===== src/rtl/encoder_velocity_pkg.sv =====
// -----------------------------------------------------------------------------
// encoder_velocity_pkg
// Shared definitions for the dual-channel encoder velocity estimator:
//   - ST_IDLE / ST_FILL / ST_RUN : window state encoding shared by both channels
//   - vel_width()                : width of the sign-extended moving sum
// -----------------------------------------------------------------------------
package encoder_velocity_pkg;

    // IDLE : windowing disabled (en=0); the interrupted state is kept aside.
    // FILL : fewer than 2^AVG_LOG2 deltas accumulated since reset/clr.
    // RUN  : history full, the moving sum covers a complete set of windows.
    localparam logic [1:0] ST_IDLE = 2'd0;
    localparam logic [1:0] ST_FILL = 2'd1;
    localparam logic [1:0] ST_RUN  = 2'd2;

    // The sum of 2^avg_log2 deltas, each within a signed count_width range,
    // always fits in count_width + avg_log2 signed bits.
    function automatic int vel_width(input int count_width, input int avg_log2);
        return count_width + avg_log2;
    endfunction

endpackage


===== src/rtl/encoder_velocity_ch.sv =====
// -----------------------------------------------------------------------------
// encoder_velocity_ch
// One velocity channel: base register, per-window delta, history shift
// register of 2^AVG_LOG2 signed deltas and the running moving sum.
//
// Ports
//   clk        system clock
//   rst        synchronous active-high reset
//   load_base  rebaseline: base <= q (clr or first cycle after reset)
//   capture    window tick: delta <= q - base, base <= q
//   update     cycle after the tick: push delta, retire oldest, update sum
//   wipe       clear history and sum
//   q          free-running count, wraps modulo 2^COUNT_WIDTH
//   vel        signed moving sum of the last 2^AVG_LOG2 deltas
// -----------------------------------------------------------------------------
module encoder_velocity_ch
    import encoder_velocity_pkg::*;
#(
    parameter int COUNT_WIDTH = 16,
    parameter int AVG_LOG2    = 2
) (
    input  logic                                   clk,
    input  logic                                   rst,
    input  logic                                   load_base,
    input  logic                                   capture,
    input  logic                                   update,
    input  logic                                   wipe,
    input  logic        [COUNT_WIDTH-1:0]          q,
    output logic signed [COUNT_WIDTH+AVG_LOG2-1:0] vel
);

    localparam int SUM_W = vel_width(COUNT_WIDTH, AVG_LOG2);
    localparam int DEPTH = 1 << AVG_LOG2;

    logic        [COUNT_WIDTH-1:0] base;
    logic signed [COUNT_WIDTH-1:0] delta;
    logic signed [COUNT_WIDTH-1:0] hist [DEPTH];
    logic signed [SUM_W-1:0]       sum;
    logic signed [SUM_W-1:0]       delta_ext;
    logic signed [SUM_W-1:0]       oldest_ext;

    // Size casts of signed operands sign-extend into the wider sum.
    assign delta_ext  = SUM_W'(delta);
    assign oldest_ext = SUM_W'(hist[DEPTH-1]);
    assign vel        = sum;

    // The modulo subtraction read as two's complement recovers the true
    // per-window change across a counter wrap (0xFFFE -> 0x0003 gives +5).
    // NOTE: clocked state is assigned with <= so every register samples the
    // pre-edge values; blocking = here would make the result order-dependent.
    always_ff @(posedge clk) begin
        if (rst) begin
            base  <= '0;
            delta <= '0;
        end else begin
            if (load_base || capture) begin
                base <= q;
            end
            if (capture) begin
                delta <= q - base;
            end
        end
    end

    // NOTE: the history is a handful of flops, not a RAM, so it is reset and
    // wiped explicitly; FILL relies on empty slots reading as zero.
    always_ff @(posedge clk) begin
        if (rst || wipe) begin
            for (int i = 0; i < DEPTH; i++) begin
                hist[i] <= '0;
            end
            sum <= '0;
        end else if (update) begin
            hist[0] <= delta;
            for (int i = 1; i < DEPTH; i++) begin
                hist[i] <= hist[i-1];
            end
            sum <= sum + delta_ext - oldest_ext;
        end
    end

endmodule


===== src/rtl/encoder_velocity.sv =====
// -----------------------------------------------------------------------------
// encoder_velocity
// Dual-channel velocity estimator. Every WINDOW_CYCLES enabled cycles both
// encoder counts are sampled, the signed wrap-safe delta against the previous
// sample is formed, and a moving sum over the last 2^AVG_LOG2 windows is
// presented with a one-cycle valid strobe.
//
// Ports
//   clk        system clock, rising edge
//   rst        synchronous active-high reset
//   en         windowing enable; 0 freezes timer, history and outputs
//   clr        flush history, rebaseline to current Q, restart window
//   Q0, Q1     free-running channel counts
//   vel0, vel1 signed moving sums (undivided)
//   vel_valid  one-cycle pulse when vel0/vel1 are updated
//   primed     high once 2^AVG_LOG2 windows have accumulated since reset/clr
//
// Pipeline: tick cycle T captures the delta, T+1 updates history/sum/state,
// vel and vel_valid are visible in T+2.
// -----------------------------------------------------------------------------
module encoder_velocity
    import encoder_velocity_pkg::*;
#(
    parameter int COUNT_WIDTH   = 16,
    parameter int WINDOW_CYCLES = 100000,
    parameter int AVG_LOG2      = 2
) (
    input  logic                                   clk,
    input  logic                                   rst,
    input  logic                                   en,
    input  logic                                   clr,
    input  logic        [COUNT_WIDTH-1:0]          Q0,
    input  logic        [COUNT_WIDTH-1:0]          Q1,
    output logic signed [COUNT_WIDTH+AVG_LOG2-1:0] vel0,
    output logic signed [COUNT_WIDTH+AVG_LOG2-1:0] vel1,
    output logic                                   vel_valid,
    output logic                                   primed
);

    localparam int TIMER_W = (WINDOW_CYCLES > 1) ? $clog2(WINDOW_CYCLES) : 1;
    localparam int DEPTH   = 1 << AVG_LOG2;
    localparam int FILL_W  = AVG_LOG2 + 1;

    localparam logic [TIMER_W-1:0] TIMER_LAST = TIMER_W'(WINDOW_CYCLES - 1);
    localparam logic [FILL_W-1:0]  FILL_FULL  = FILL_W'(DEPTH);
    localparam logic [FILL_W-1:0]  FILL_LAST  = FILL_W'(DEPTH - 1);

    logic [TIMER_W-1:0] timer;
    logic               init_pending;
    logic               clr_eff;
    logic               tick;
    logic               tick_d1;
    logic               wipe;
    logic               wipe_pending;
    logic [1:0]         state;
    logic [1:0]         resume_state;
    logic [1:0]         active_state;
    logic [1:0]         next_active;
    logic [FILL_W-1:0]  fill_cnt;

    // The first cycle after reset behaves exactly like clr: rebaseline and
    // hold the timer, so the first full window starts one cycle later.
    assign clr_eff = clr | init_pending;
    assign tick    = en & ~clr_eff & (timer == TIMER_LAST);

    // A clear that lands on the in-flight update cycle lets the update finish
    // and is replayed one cycle later.
    assign wipe = (clr_eff & ~tick_d1) | wipe_pending;

    always_ff @(posedge clk) begin
        if (rst || clr_eff) begin
            timer <= '0;
        end else if (en) begin
            timer <= (timer == TIMER_LAST) ? '0 : timer + 1'b1;
        end
    end

    always_ff @(posedge clk) begin
        if (rst) begin
            init_pending <= 1'b1;
            tick_d1      <= 1'b0;
            wipe_pending <= 1'b0;
            vel_valid    <= 1'b0;
        end else begin
            init_pending <= 1'b0;
            tick_d1      <= tick;
            wipe_pending <= clr_eff & tick_d1;
            vel_valid    <= tick_d1;
        end
    end

    // IDLE only parks the machine; the logical state lives in resume_state.
    // NOTE: every output of this block is given a default first so no path
    // leaves a value unassigned and no latch is inferred.
    always_comb begin
        active_state = (state == ST_IDLE) ? resume_state : state;
        next_active  = active_state;
        if (wipe) begin
            next_active = ST_FILL;
        end else if (tick_d1 && (fill_cnt == FILL_LAST)) begin
            next_active = ST_RUN;
        end
    end

    always_ff @(posedge clk) begin
        if (rst) begin
            state        <= ST_IDLE;
            resume_state <= ST_FILL;
            fill_cnt     <= '0;
            primed       <= 1'b0;
        end else begin
            resume_state <= next_active;
            state        <= (en || clr_eff) ? next_active : ST_IDLE;
            primed       <= (next_active == ST_RUN);
            if (wipe) begin
                fill_cnt <= '0;
            end else if (tick_d1 && (fill_cnt != FILL_FULL)) begin
                fill_cnt <= fill_cnt + 1'b1;
            end
        end
    end

    encoder_velocity_ch #(
        .COUNT_WIDTH (COUNT_WIDTH),
        .AVG_LOG2    (AVG_LOG2)
    ) u_ch0 (
        .clk       (clk),
        .rst       (rst),
        .load_base (clr_eff),
        .capture   (tick),
        .update    (tick_d1),
        .wipe      (wipe),
        .q         (Q0),
        .vel       (vel0)
    );

    encoder_velocity_ch #(
        .COUNT_WIDTH (COUNT_WIDTH),
        .AVG_LOG2    (AVG_LOG2)
    ) u_ch1 (
        .clk       (clk),
        .rst       (rst),
        .load_base (clr_eff),
        .capture   (tick),
        .update    (tick_d1),
        .wipe      (wipe),
        .q         (Q1),
        .vel       (vel1)
    );

endmodule


===== config.mk =====
export PLATFORM = sky130hd
export DESIGN_NAME = encoder_velocity
export DESIGN_NICKNAME = d
export VERILOG_FILES = /design/src/rtl/encoder_velocity_pkg.sv /design/src/rtl/encoder_velocity_ch.sv /design/src/rtl/encoder_velocity.sv
export SDC_FILE = /design/constraint.sdc
export NUM_CORES = 1
export LEC_CHECK = 0
export ABC_AREA = 0
export BUFFER_PORTS_ARGS = -buffer_cell sky130_fd_sc_hd__buf_2
export CAP_MARGIN = 20
export CORE_AREA = 2 2 201 124
export DETAILED_ROUTE_END_ITERATION = 6
export DIE_AREA = 0 0 203 126
export PLACE_DENSITY = 0.75
export SLEW_MARGIN = 25
export SYNTH_ARGS = -nofsm -noshare
export SYNTH_HDL_FRONTEND = slang
export SYNTH_SLANG_ARGS = --single-unit

===== constraint.sdc =====
create_clock -name clk -period 6.9 [get_ports clk]
set_input_delay 1.725 -clock clk [delete_from_list [all_inputs] [get_ports clk]]
set_output_delay 1.725 -clock clk [all_outputs]
set_load 0.01 [all_outputs]

==> impl_metrics.toml <==
[run_status]
outcome = "finished, final reports clean"

[clocking]
cts_tree = "built"
post_cts_buffers = 0
clock-sinks = 257
clock_latency_ns = 0.52
clkTransAtPathRegs_ns = 0.06
post_cts_resized = 0
max-clock-path-buffers = 3
htreeDepth = 1
cts_hold_buf = 0
numCtsBuffers = 25
cts-root-buf = "clkbuf_16"

[sta]
fin_setup_tns_ns = 0
finalCriticalPeriod_ns = 4.000
rsz0062_at_grt = "no"
setup_viol = 0
min_period_over_period_pct = 57.97
worst_slew_pin_slew_ns = 0.9059
fmax_ghz = 0.2500
slew_violations = 0
relSlewSlack_pct = 39.61
fin_skew_ns = 0.01210
finalHoldViolations = 0

[layout]
diodes = 0
areaGrowthSynthToFinish_pct = 11.13
multi_input_area_sq_mm = 0.005869
n_fill_cell = 1994
final_layout_size_suffix_gt1_share_pct = 9.744
final_nets = 1532
ff_latch_area_sq_mm = 0.006426
fin_area_sq_mm = 0.01459

[floorplan]
die_w_microns = 203
rows = 44
initial_core_util_pct = 55.32
ios = 74
core-area_sq_mm = 0.02373
die_h_microns = 126
dieArea_sq_mm = 0.02558

[placed_design]
gp_congestion = 0.8638
place_area_sq_mm = 0.01381
io_buffers = 73
hpwl_microns = 17920

[synth]
seq_area_frac_synth_pct = 48.96
synth_nets = 1468
synth_ff_type = "dfxtp_1"
synth-seq-cells = 257
synth.distinct_cells = 67
yosysMostFrequentCell = "inv_1"
yosys.area.top_type_share_pct = 29.28
synth_area_leaders = "edfxtp_1, dfxtp_1, ha_1"
synth-warning-count = 0
netlist_instances = 1324
synthesis.area_sq_mm = 0.01313
synth_area_leader_cell = "edfxtp_1"
syn_avg_cell_area_sq_um = 9.914
synthTopCellsByCount = "inv_1, dfxtp_1, nand2_1, edfxtp_1, and2_1"
async_flop_share_pct = 0
synth_edf_count = 128

[critical_path]
path_max_fanout = 87
critical_path.max_stage_delay_ns = 0.58
endpoint_kind = "flip-flop"
crit_chain = "buf_2, buf_4, nor2_1, o21ai_0, nor2_1, inv_6, buf_4"
cp_slowest_cell = "buf_4"
crit_type = "in2reg"
worstPathRequired_ns = 7.06
path_buf_inv = 4
start_kind = "input port"
worst_ep_arrival_time_ns = 4.16
crit_family = "buffers and inverters"

[routing]
ant_nets = 0
drt-initial-drc-count = 577
via_per_inst = 5.227
drcViolationCount = 0
wl_per_cell_microns = 14.99
detail_route.wirelength_microns = 25910
vias = 9032
dr.pass1.iters = 5

[power]
pwr_density_cell_mw_per_mm2 = 222.5
p_leak_nw = 6.126
peakVddDrop_uv = 152.6

[global_routing]
grt_max_degree = 111
antenna_found_initial = 0
grt_pass1_wl_microns = 43380
grt_overflow = 0
grt_usage_pct = 20.83
grt_pass1_vias = 8706

[run]
drv_cap = 0

[min_path]
min_path_type = "reg2reg"
==> power by group <==
part / switching [mW] / internal, mW / leakage [nW]
registers: 0.0136 / 1.63 / 2.55
clock network: 0.565 / 0.757 / 0.379
logic: 0.163 / 0.119 / 3.19
total: 0.742 / 2.50 / 6.13
==> logic make-up after synthesis <==
| group | synth area share [%] |
|---|---|
| adder cells (fa/ha/maj) | 12.35 |
| multiplexers | 0.2288 |
| flip-flops | 48.96 |
| XOR/XNOR | 4.270 |
| buffers and inverters | 6.482 |
| AO/OA/AOI/OAI | 12.41 |
| AND/OR/NAND/NOR | 15.30 |
==> tightest hold or removal path: cells and delay by family (launching register included) <==
family,cells,cell delay [ns]
AND/OR/NAND/NOR,1,0.05
flip-flops,1,0.31
AO/OA/AOI/OAI,1,0.05
==> flip-flops by register name, summed over array words and instances, names as in the netlist, 2 cells and up <==
signal	cells
u_ch1.vel	18
u_ch0.delta	16
state	2
u_ch1.base	16
resume_state	2
u_ch1.hist	64
u_ch0.base	16
u_ch0.hist	64
timer	17
u_ch0.vel	18
u_ch1.delta	16
fill_cnt	3
==> area by class of cell <==
type                    instances  share of cell area [%]
inverters                     182                   4.717
well taps                     322                   2.762
clock buffers                  35                   4.632
repair buffers                 81                   2.916
clock inverters                10                  0.6862
multi-input cells             841                   40.24
flip-flops and latches        257                   44.05
==> metal layers <==
metal | share of wire (%) | global-route usage (%) | vias up
li1 | - | - | 4563
met5 | 0 | 0 | -
met2 | 44 | 31.75 | 167
met3 | 4.8 | 4.063 | 32
met1 | 50 | 30.79 | 4270
met4 | 1.8 | 4.938 | 0
==> worst paths after layout <==
path / startpoint / depth (start not counted) / slack, ns / endpoint
hold / removal: u_ch1.base[8] / 2 / 0.45 / u_ch1.base[8]
setup / recovery: rst / 7 / 2.90 / u_ch1.hist[0][9]
setup reg to reg: u_ch1.vel[1] / 12 / 3.10 / u_ch1.vel[17]
hold reg to reg: u_ch1.base[8] / 2 / 0.45 / u_ch1.base[8]
==> stage by stage <==
step / utilization [%] / total power, mW / hold WS [ns] / std cells / worst slack (ns)
after floorplan: - / 1.892 / 0.4319 / 1324 / 0.1257
after global placement: 58.20 / 1.948 / 0.4388 / 1683 / 2.466
after detailed placement: 58.21 / 1.955 / 0.4429 / 1683 / 2.399
after CTS: 61.48 / 3.271 / 0.4515 / 1728 / 2.940
after global routing: 61.48 / 3.377 / 0.4689 / 1728 / 2.691
final: 61.48 / 3.246 / 0.4500 / 1728 / 2.900
==> layout by cell type (no fill, tap or decap), types with 11 or more instances in the layout <==
cell / netlist / final
inv_1: 181 / 181
dfxtp_1: 129 / 129
nand2_1: 129 / 128
edfxtp_1: 128 / 128
and2_1: 100 / 100
nor2_1: 94 / 93
a21oi_1: 91 / 91
buf_2: 2 / 73
ha_1: 72 / 72
fa_1: 36 / 36
o21ai_0: 33 / 33
xnor2_1: 33 / 33
xor2_1: 31 / 31
o22ai_1: 29 / 29
clkbuf_16: 0 / 25
a21o_1: 19 / 19
nand3_1: 14 / 14
nand2b_1: 13 / 13
o21a_1: 13 / 13
a211oi_1: 11 / 11
nand4_1: 11 / 11
Note: power is estimated with default switching activity, not from simulation.
